<file path="config.mk">
export PLATFORM = sky130hd
export DESIGN_NAME = dmem_arbiter_flat
export DESIGN_NICKNAME = d
export VERILOG_FILES = /design/src/rtl/dmem_arbiter_if.sv /design/src/rtl/dmem_arbiter.sv /design/src/flat_wrapper.sv
export SDC_FILE = /design/constraint.sdc
export NUM_CORES = 1
export LEC_CHECK = 0
export ABC_AREA = 1
export BUFFER_PORTS_ARGS = -buffer_cell sky130_fd_sc_hd__buf_2
export CAP_MARGIN = 20
export CORE_MARGIN = 5
export CORE_UTILIZATION = 31
export DETAILED_ROUTE_END_ITERATION = 6
export SYNTH_ARGS = -nofsm -noshare
export SYNTH_HDL_FRONTEND = slang
export SYNTH_SLANG_ARGS = --single-unit
export TNS_END_PERCENT = 50
</file>
<file path="constraint.sdc">
create_clock -name clk -period 2.97 [get_ports clk]
set_clock_uncertainty 0.1 [all_clocks]
set_input_delay 0.4455 -clock clk [delete_from_list [all_inputs] [get_ports clk]]
set_output_delay 0.4455 -clock clk [all_outputs]
set_load 0.01 [all_outputs]
</file>
<file path="src/rtl/dmem_arbiter_if.sv">
// dmem_arbiter_if: bundles both requester ports and the memory side of dmem_arbiter.
//   a_*/b_*  : req, we, addr, wdata towards the arbiter; gnt, rdata, rvalid back to the requester
//   mem_*    : read/write strobes, addr, wdata towards memory; combinational mem_rdata back
//   slave modport is the arbiter's view, master modport is the requesters' and memory's view.
interface dmem_arbiter_if;
    logic        a_req, a_we, a_gnt, a_rvalid;
    logic [31:0] a_addr, a_wdata, a_rdata;
    logic        b_req, b_we, b_gnt, b_rvalid;
    logic [31:0] b_addr, b_wdata, b_rdata;
    logic        mem_read, mem_write;
    logic [31:0] mem_addr, mem_wdata, mem_rdata;
    modport slave (
        input  a_req, a_we, a_addr, a_wdata, b_req, b_we, b_addr, b_wdata, mem_rdata,
        output a_gnt, a_rdata, a_rvalid, b_gnt, b_rdata, b_rvalid,
               mem_read, mem_write, mem_addr, mem_wdata
    );
    modport master (
        output a_req, a_we, a_addr, a_wdata, b_req, b_we, b_addr, b_wdata, mem_rdata,
        input  a_gnt, a_rdata, a_rvalid, b_gnt, b_rdata, b_rvalid,
               mem_read, mem_write, mem_addr, mem_wdata
    );
endinterface

</file>
<file path="src/rtl/dmem_arbiter.sv">
// dmem_arbiter: two-port (CPU A, DMA B) arbiter in front of a single-ported data memory.
//   clk   : rising-edge clock
//   rst_n : asynchronous active-low reset
//   bus   : dmem_arbiter_if.slave, requester ports A/B and the memory strobes/data
// Optional feature: define DMEM_ARB_FIXED_PRIO_EN to make A win every tie and never be preempted;
// left undefined, ties go round-robin and either owner yields after MAX_HOLD grants.
module dmem_arbiter #(
    parameter int unsigned MAX_HOLD = 4
) (
    input logic           clk,
    input logic           rst_n,
    dmem_arbiter_if.slave bus
);
    localparam logic [1:0] IDLE  = 2'd0;
    localparam logic [1:0] OWN_A = 2'd1;
    localparam logic [1:0] OWN_B = 2'd2;
    localparam logic [3:0] HOLD_LAST = 4'(MAX_HOLD - 1);

    logic [1:0]  state_q, state_d;
    logic [3:0]  cnt_q, cnt_d;
    logic        last_b_q, last_b_d;
    logic [31:0] a_rdata_q, b_rdata_q;
    logic        a_rvalid_q, b_rvalid_q;
    logic        a_gnt, b_gnt, hold_up, a_first, a_yields;

`ifdef DMEM_ARB_FIXED_PRIO_EN
    assign a_first  = 1'b1;
    assign a_yields = 1'b0;
`else
    assign a_first  = last_b_q;
    assign a_yields = 1'b1;
`endif

    assign a_gnt   = (state_q == OWN_A) && bus.a_req;
    assign b_gnt   = (state_q == OWN_B) && bus.b_req;
    // >= rather than == so a waiter still wins after the counter saturated while it was absent
    assign hold_up = cnt_q >= HOLD_LAST;

    always_comb begin
        state_d = IDLE;
        case (state_q)
            OWN_A:   state_d = !bus.a_req ? (bus.b_req ? OWN_B : IDLE)
                             : (bus.b_req && hold_up && a_yields) ? OWN_B : OWN_A;
            OWN_B:   state_d = !bus.b_req ? (bus.a_req ? OWN_A : IDLE)
                             : (bus.a_req && hold_up) ? OWN_A : OWN_B;
            default: state_d = (bus.a_req && (!bus.b_req || a_first)) ? OWN_A
                             : bus.b_req ? OWN_B : IDLE;
        endcase
        cnt_d    = (state_d != state_q) ? 4'd0
                 : ((a_gnt || b_gnt) && cnt_q != 4'hF) ? cnt_q + 4'd1 : cnt_q;
        last_b_d = a_gnt ? 1'b0 : b_gnt ? 1'b1 : last_b_q;
    end

    always_ff @(posedge clk or negedge rst_n) begin
        if (!rst_n) begin
            state_q    <= IDLE;
            cnt_q      <= '0;
            last_b_q   <= 1'b1;
            a_rdata_q  <= '0;
            b_rdata_q  <= '0;
            a_rvalid_q <= 1'b0;
            b_rvalid_q <= 1'b0;
        end else begin
            state_q    <= state_d;
            cnt_q      <= cnt_d;
            last_b_q   <= last_b_d;
            a_rvalid_q <= a_gnt && !bus.a_we;
            b_rvalid_q <= b_gnt && !bus.b_we;
            if (a_gnt && !bus.a_we) a_rdata_q <= bus.mem_rdata;
            if (b_gnt && !bus.b_we) b_rdata_q <= bus.mem_rdata;
        end
    end

    assign bus.a_gnt     = a_gnt;
    assign bus.b_gnt     = b_gnt;
    assign bus.a_rdata   = a_rdata_q;
    assign bus.b_rdata   = b_rdata_q;
    assign bus.a_rvalid  = a_rvalid_q;
    assign bus.b_rvalid  = b_rvalid_q;
    assign bus.mem_read  = (a_gnt && !bus.a_we) || (b_gnt && !bus.b_we);
    assign bus.mem_write = (a_gnt && bus.a_we) || (b_gnt && bus.b_we);
    assign bus.mem_addr  = a_gnt ? bus.a_addr : b_gnt ? bus.b_addr : '0;
    assign bus.mem_wdata = a_gnt ? bus.a_wdata : b_gnt ? bus.b_wdata : '0;
endmodule

</file>
<file path="src/flat_wrapper.sv">
// flat-port wrapper written by rule: the top's interface ports become plain ports
module dmem_arbiter_flat 
#(
    parameter int unsigned MAX_HOLD = 4
)
  (clk, rst_n, bus_a_req, bus_a_we, bus_a_addr, bus_a_wdata, bus_b_req, bus_b_we, bus_b_addr, bus_b_wdata, bus_mem_rdata, bus_a_gnt, bus_a_rdata, bus_a_rvalid, bus_b_gnt, bus_b_rdata, bus_b_rvalid, bus_mem_read, bus_mem_write, bus_mem_addr, bus_mem_wdata);
  dmem_arbiter_if bus_i ();
  input logic clk;
  input logic rst_n;
  input wire logic [$bits(bus_i.a_req)-1:0] bus_a_req;
  input wire logic [$bits(bus_i.a_we)-1:0] bus_a_we;
  input wire logic [$bits(bus_i.a_addr)-1:0] bus_a_addr;
  input wire logic [$bits(bus_i.a_wdata)-1:0] bus_a_wdata;
  input wire logic [$bits(bus_i.b_req)-1:0] bus_b_req;
  input wire logic [$bits(bus_i.b_we)-1:0] bus_b_we;
  input wire logic [$bits(bus_i.b_addr)-1:0] bus_b_addr;
  input wire logic [$bits(bus_i.b_wdata)-1:0] bus_b_wdata;
  input wire logic [$bits(bus_i.mem_rdata)-1:0] bus_mem_rdata;
  output wire logic [$bits(bus_i.a_gnt)-1:0] bus_a_gnt;
  output wire logic [$bits(bus_i.a_rdata)-1:0] bus_a_rdata;
  output wire logic [$bits(bus_i.a_rvalid)-1:0] bus_a_rvalid;
  output wire logic [$bits(bus_i.b_gnt)-1:0] bus_b_gnt;
  output wire logic [$bits(bus_i.b_rdata)-1:0] bus_b_rdata;
  output wire logic [$bits(bus_i.b_rvalid)-1:0] bus_b_rvalid;
  output wire logic [$bits(bus_i.mem_read)-1:0] bus_mem_read;
  output wire logic [$bits(bus_i.mem_write)-1:0] bus_mem_write;
  output wire logic [$bits(bus_i.mem_addr)-1:0] bus_mem_addr;
  output wire logic [$bits(bus_i.mem_wdata)-1:0] bus_mem_wdata;
  assign bus_i.a_req = bus_a_req;
  assign bus_i.a_we = bus_a_we;
  assign bus_i.a_addr = bus_a_addr;
  assign bus_i.a_wdata = bus_a_wdata;
  assign bus_i.b_req = bus_b_req;
  assign bus_i.b_we = bus_b_we;
  assign bus_i.b_addr = bus_b_addr;
  assign bus_i.b_wdata = bus_b_wdata;
  assign bus_i.mem_rdata = bus_mem_rdata;
  assign bus_a_gnt = bus_i.a_gnt;
  assign bus_a_rdata = bus_i.a_rdata;
  assign bus_a_rvalid = bus_i.a_rvalid;
  assign bus_b_gnt = bus_i.b_gnt;
  assign bus_b_rdata = bus_i.b_rdata;
  assign bus_b_rvalid = bus_i.b_rvalid;
  assign bus_mem_read = bus_i.mem_read;
  assign bus_mem_write = bus_i.mem_write;
  assign bus_mem_addr = bus_i.mem_addr;
  assign bus_mem_wdata = bus_i.mem_wdata;
  dmem_arbiter #(.MAX_HOLD(MAX_HOLD)) u_core (.clk(clk), .rst_n(rst_n), .bus(bus_i));
endmodule
</file>
[Word-level counts from Yosys, hierarchy flattened]
Cells that the tools add are included.
Cells by class
  equality and inequality tests: 4
  $add $sub $neg: 1
  multiplexer cells: 16
  reduce and logical (&&, ||, !) cells: 19
  $lt $le $gt $ge: 1
Operator list (number)
  $mux 32: 4
  $mux 2: 6
  $logic_and 1x1->1: 10
  $mux 4: 2
  $add 4x1->4 const B: 1
  $ge 4x2->1 const B: 1
  $logic_or 1x1->1: 4
  $ne 4x4->1 const B: 1
  $pmux 2 s2: 1
  $reduce_bool 2->1: 2
  $logic_not 1->1: 3
  $mux 1: 3
  $eq 2x1->1 const B: 1
  $eq 2x2->1 const B: 1
  $ne 2x2->1: 1
Storage, ports and cells
  word-level logic and storage cells: 48
  register bits: 73
  bits of input ports: 166
  output and inout port bits: 134

[Longest topological paths before layout]
  word-level depth: 7
  depth in mapped cells: 11
  mapped depth without buffers: 11

[Least setup slack after synthesis]
OpenSTA, ideal clock, no wires.
  path kind: register to output
  from: reg u_core.state_q[1]
  to: out bus_mem_addr[22]
  slack: 1148 ps
  data arrival time: 1276 ps
  stages on the path, launching flop included: 8
  cell sequence: dfrtp_1 inv_1 ha_1 nand2_2 inv_2 clkbuf_1 nand2_1 nand2_1
Between the ends
  elaborated cells between the ends (all ways): 6
  those cells by class: eq/ne (2); mux (2); reduce/logical (2)
RTL lines
  start, declared: line dmem_arbiter.sv:19  | logic [1:0] state_q, state_d;
  start signal, assigned: line dmem_arbiter.sv:64  | state_q <= state_d;
  $eq 2x1->1: line dmem_arbiter.sv:34  | assign a_gnt = (state_q == OWN_A) && bus.a_req;
  $logic_and 1x1->1: line dmem_arbiter.sv:34
  via bus_a_gnt: line flat_wrapper.sv:19  | output wire logic [$bits(bus_i.a_gnt)-1:0] bus_a_gnt;
  $mux 32: line dmem_arbiter.sv:82  | assign bus.mem_addr = a_gnt ? bus.a_addr : b_gnt ? bus.b_addr : '0;
  end, declared: line flat_wrapper.sv:27  | output wire logic [$bits(bus_i.mem_addr)-1:0] bus_mem_addr;
The timed path passes the listed nets, and every way through them passes these cells.

[Worst setup path after layout]
  from: reg u_core.state_q[0]
  to: out bus_mem_wdata[15]
Between the ends
  longest elaborated chain between the ends: 4
  elaborated cells between the ends (all ways): 6
  those cells by class: eq/ne (2); mux (2); reduce/logical (2)
Ends and longest elaborated chain
  $eq 2x2->1: line dmem_arbiter.sv:35  | assign b_gnt = (state_q == OWN_B) && bus.b_req;
  $logic_and 1x1->1: line dmem_arbiter.sv:35
  $mux 32: line dmem_arbiter.sv:83  | assign bus.mem_wdata = a_gnt ? bus.a_wdata : b_gnt ? bus.b_wdata : '0;
  $mux 32 (*): line dmem_arbiter.sv:83
  end, declared: line flat_wrapper.sv:28  | output wire logic [$bits(bus_i.mem_wdata)-1:0] bus_mem_wdata;
Every way passes the cells marked *; elsewhere a longest branch is shown, timed or not.

==> impl_metrics.env <==
export IMPL_start_util=0.315
export IMPL_cp_end_kind="output port"
export IMPL_synth_top_area_share=0.453
export IMPL_drcViolationCount=0
export IMPL_clk_pin_slew_ns=0.06
export IMPL_core_mm2=0.0126
export IMPL_vias=4367
export IMPL_p_per_area_mw_per_mm2=862
export IMPL_fin_tns_setup_ns=0
export IMPL_die_h_um=123
export IMPL_status="complete, no violations"
export IMPL_finalSetupViolCount=0
export IMPL_layout_commonest_cell="buf_2"
export IMPL_whs_ns=0.215
export IMPL_cp_required_ns=2.42
export IMPL_syn_area_mm2=0.00398
export IMPL_crit_fanout=30
export IMPL_nets=980
export IMPL_synth_top_cell_by_area="dfrtp_1"
export IMPL_wl_mm=13.4
export IMPL_maxCapViolations=0
export IMPL_rsz0062_at_grt="no"
export IMPL_yosys_cell_types_count=23
export IMPL_grt_max_degree=68
export IMPL_syn_inst=526
export IMPL_via_per_inst=4.42
export IMPL_numCtsBuffers=9
export IMPL_seq_area_frac_synth=0.459
export IMPL_p_leak_nw=3.63
export IMPL_synth_seq_cells=73
export IMPL_fin_cells=988
export IMPL_dpl_cell_count=971
export IMPL_synth_area_leaders="dfrtp_1 45%, nand2_1 20%, nand3_1 8.9%"
export IMPL_cp_top_family="buffers and inverters"
export IMPL_slowest_delay_ns=0.40
export IMPL_overflow=0
export IMPL_min_period_over_period=0.857
export IMPL_critical_path_class="flip-flop to output port"
export IMPL_max_slew_worst_pin_slew_ns=0.584
export IMPL_drive_above_1_share=0.440
export IMPL_port_buffers=299
export IMPL_insertion_delay_ns=0.32
export IMPL_max_freq_mhz=393
export IMPL_n_antenna_cell=0
export IMPL_cts_resized=0
export IMPL_placed_area_mm2=0.00554
export IMPL_cp_start_kind="flip-flop"
export IMPL_area_delta_synth_final_pct=46.4
export IMPL_htreeDepth=3
export IMPL_ir_worst_vdd_mv=0.299
export IMPL_hold_violations=0
export IMPL_gp_congestion=0.801
export IMPL_postRouteAntennaNets=0
export IMPL_final_area_mm2=0.00583
export IMPL_postSynthAreaPerCell_um2=7.57
export IMPL_grt_pass1_wl_mm=19.9
export IMPL_period_needed_ns=2.55
export IMPL_dieArea_mm2=0.0152
export IMPL_cp_arrival_ns=2.00
export IMPL_hpwlAfterDp_mm=10.7
export IMPL_slowest_stage="dfrtp_1"
export IMPL_cts_setup_buffers=0
export IMPL_rows=41
export IMPL_first_iter_violations=253
export IMPL_clkSinkCount=73
export IMPL_crit_chain="inv_1, ha_1, nand2_2, inv_2, buf_4, nand3_1, nand2_1, buf_2"
export IMPL_cts_hold_buf=1
export IMPL_tritoncts="yes"
export IMPL_die_width_um=123
export IMPL_antenna_found_initial=0
export IMPL_path_buf_inv=4
export IMPL_dr_pass1_iters=4
export IMPL_syn_num_nets=695
export IMPL_grtUsageTotal=0.164
export IMPL_max_slew_margin=0.610
export IMPL_mostFrequentLayoutCells="299 x buf_2, 213 x nand2_1, 72 x dfrtp_1, 71 x nand3_1, 42 x inv_1"
export IMPL_cts_buffer_depth=2
export IMPL_finalMaxSlewViolations=0
export IMPL_hold_path_class="primary input to flip-flop"
export IMPL_grt_pass1_vias=4085
export IMPL_post_drt_wl_per_cell_um=13.5
export IMPL_synth_warnings=0
export IMPL_ios=300
export IMPL_root_buffer="clkbuf_16"
-- metrics by stage --
step	setup slack (ns)	power (mW)	util
4_1_cts	0.407	5.10	0.462
6_report	0.425	5.02	0.462
3_5_place_dp	0.766	4.09	0.439
3_3_place_gp	0.771	4.08	0.439
5_1_grt	0.246	5.44	0.462
2_1_floorplan	1.15	3.09	-
-- flip-flops by register name, summed over array words and instances, names as in the netlist --
| signal | cells |
|---|---|
| u_core.bus.b_rdata | 32 |
| u_core.state_q | 2 |
| u_core.cnt_q | 4 |
| u_core.bus.b_rvalid | 1 |
| u_core.a_first | 1 |
| u_core.bus.a_rvalid | 1 |
| u_core.bus.a_rdata | 32 |
-- cells by family (layout without fill, tap and decap cells) --
kind of cell	count (synthesis)	after routing	synth area share
adder cells (fa/ha/maj)	3	3	0.00943
XOR/XNOR	2	2	0.00440
AO/OA/AOI/OAI	69	69	0.110
buffers and inverters	82	372	0.108
AND/OR/NAND/NOR	297	297	0.308
flip-flops	73	73	0.459
-- Yosys cell counts --
cell type	instances
nand3_1	71
dfstp_2	1
nand2_1	213
nand4_1	1
nand3_2	1
ha_1	3
o21ai_2	23
buf_4	5
dfrtp_1	72
buf_2	11
a22o_1	1
nand2_2	4
inv_2	5
buf_6	12
clkbuf_1	7
inv_1	42
xor2_1	2
o21ai_1	34
o21ai_0	9
nor2_1	5
a21oi_1	1
nor2_2	2
a31o_2	1
-- per-layer routing --
metal / wire, um / part of all wire / track usage
met5: 0 / 0 / 0
met4: 308 / 0.023 / 0.0637
met1: 5420 / 0.41 / 0.208
met3: 1130 / 0.084 / 0.0421
met2: 6510 / 0.49 / 0.268
-- power breakdown --
part	switching [mW]	leakage, nW	total [mW]	internal (mW)
logic	1.39	2.57	2.35	0.955
registers	0.231	0.920	1.69	1.46
clock network	0.408	0.134	0.981	0.573
total	2.03	3.63	5.02	2.99
-- final cells by class --
class                      instances  area [um2]
inverter                          47         176
multi-input combinational        371        1720
clock inverter                     5        40.0
fill                            1353        6790
tap                              172         215
clock buffer                      11         233
sequential                        73        1830
timing repair buffer             309        1610
-- final timing paths --
kind	startpoint	to	slack, ns	depth (start not counted)
min in group asynchronous	rst_n	u_core.bus.a_rdata[18]	0.53	2
max in group asynchronous	rst_n	u_core.bus.a_rdata[9]	1.46	3
worst min-delay path	bus_a_we	u_core.bus.a_rvalid	0.21	2
worst max register to register	u_core.state_q[1]	u_core.bus.a_rdata[24]	0.87	9
worst min register to register	u_core.bus.a_rdata[17]	u_core.bus.a_rdata[17]	0.38	2
worst max-delay path	u_core.state_q[0]	bus_mem_wdata[15]	0.42	8
Note: power is estimated with default switching activity, not from simulation.
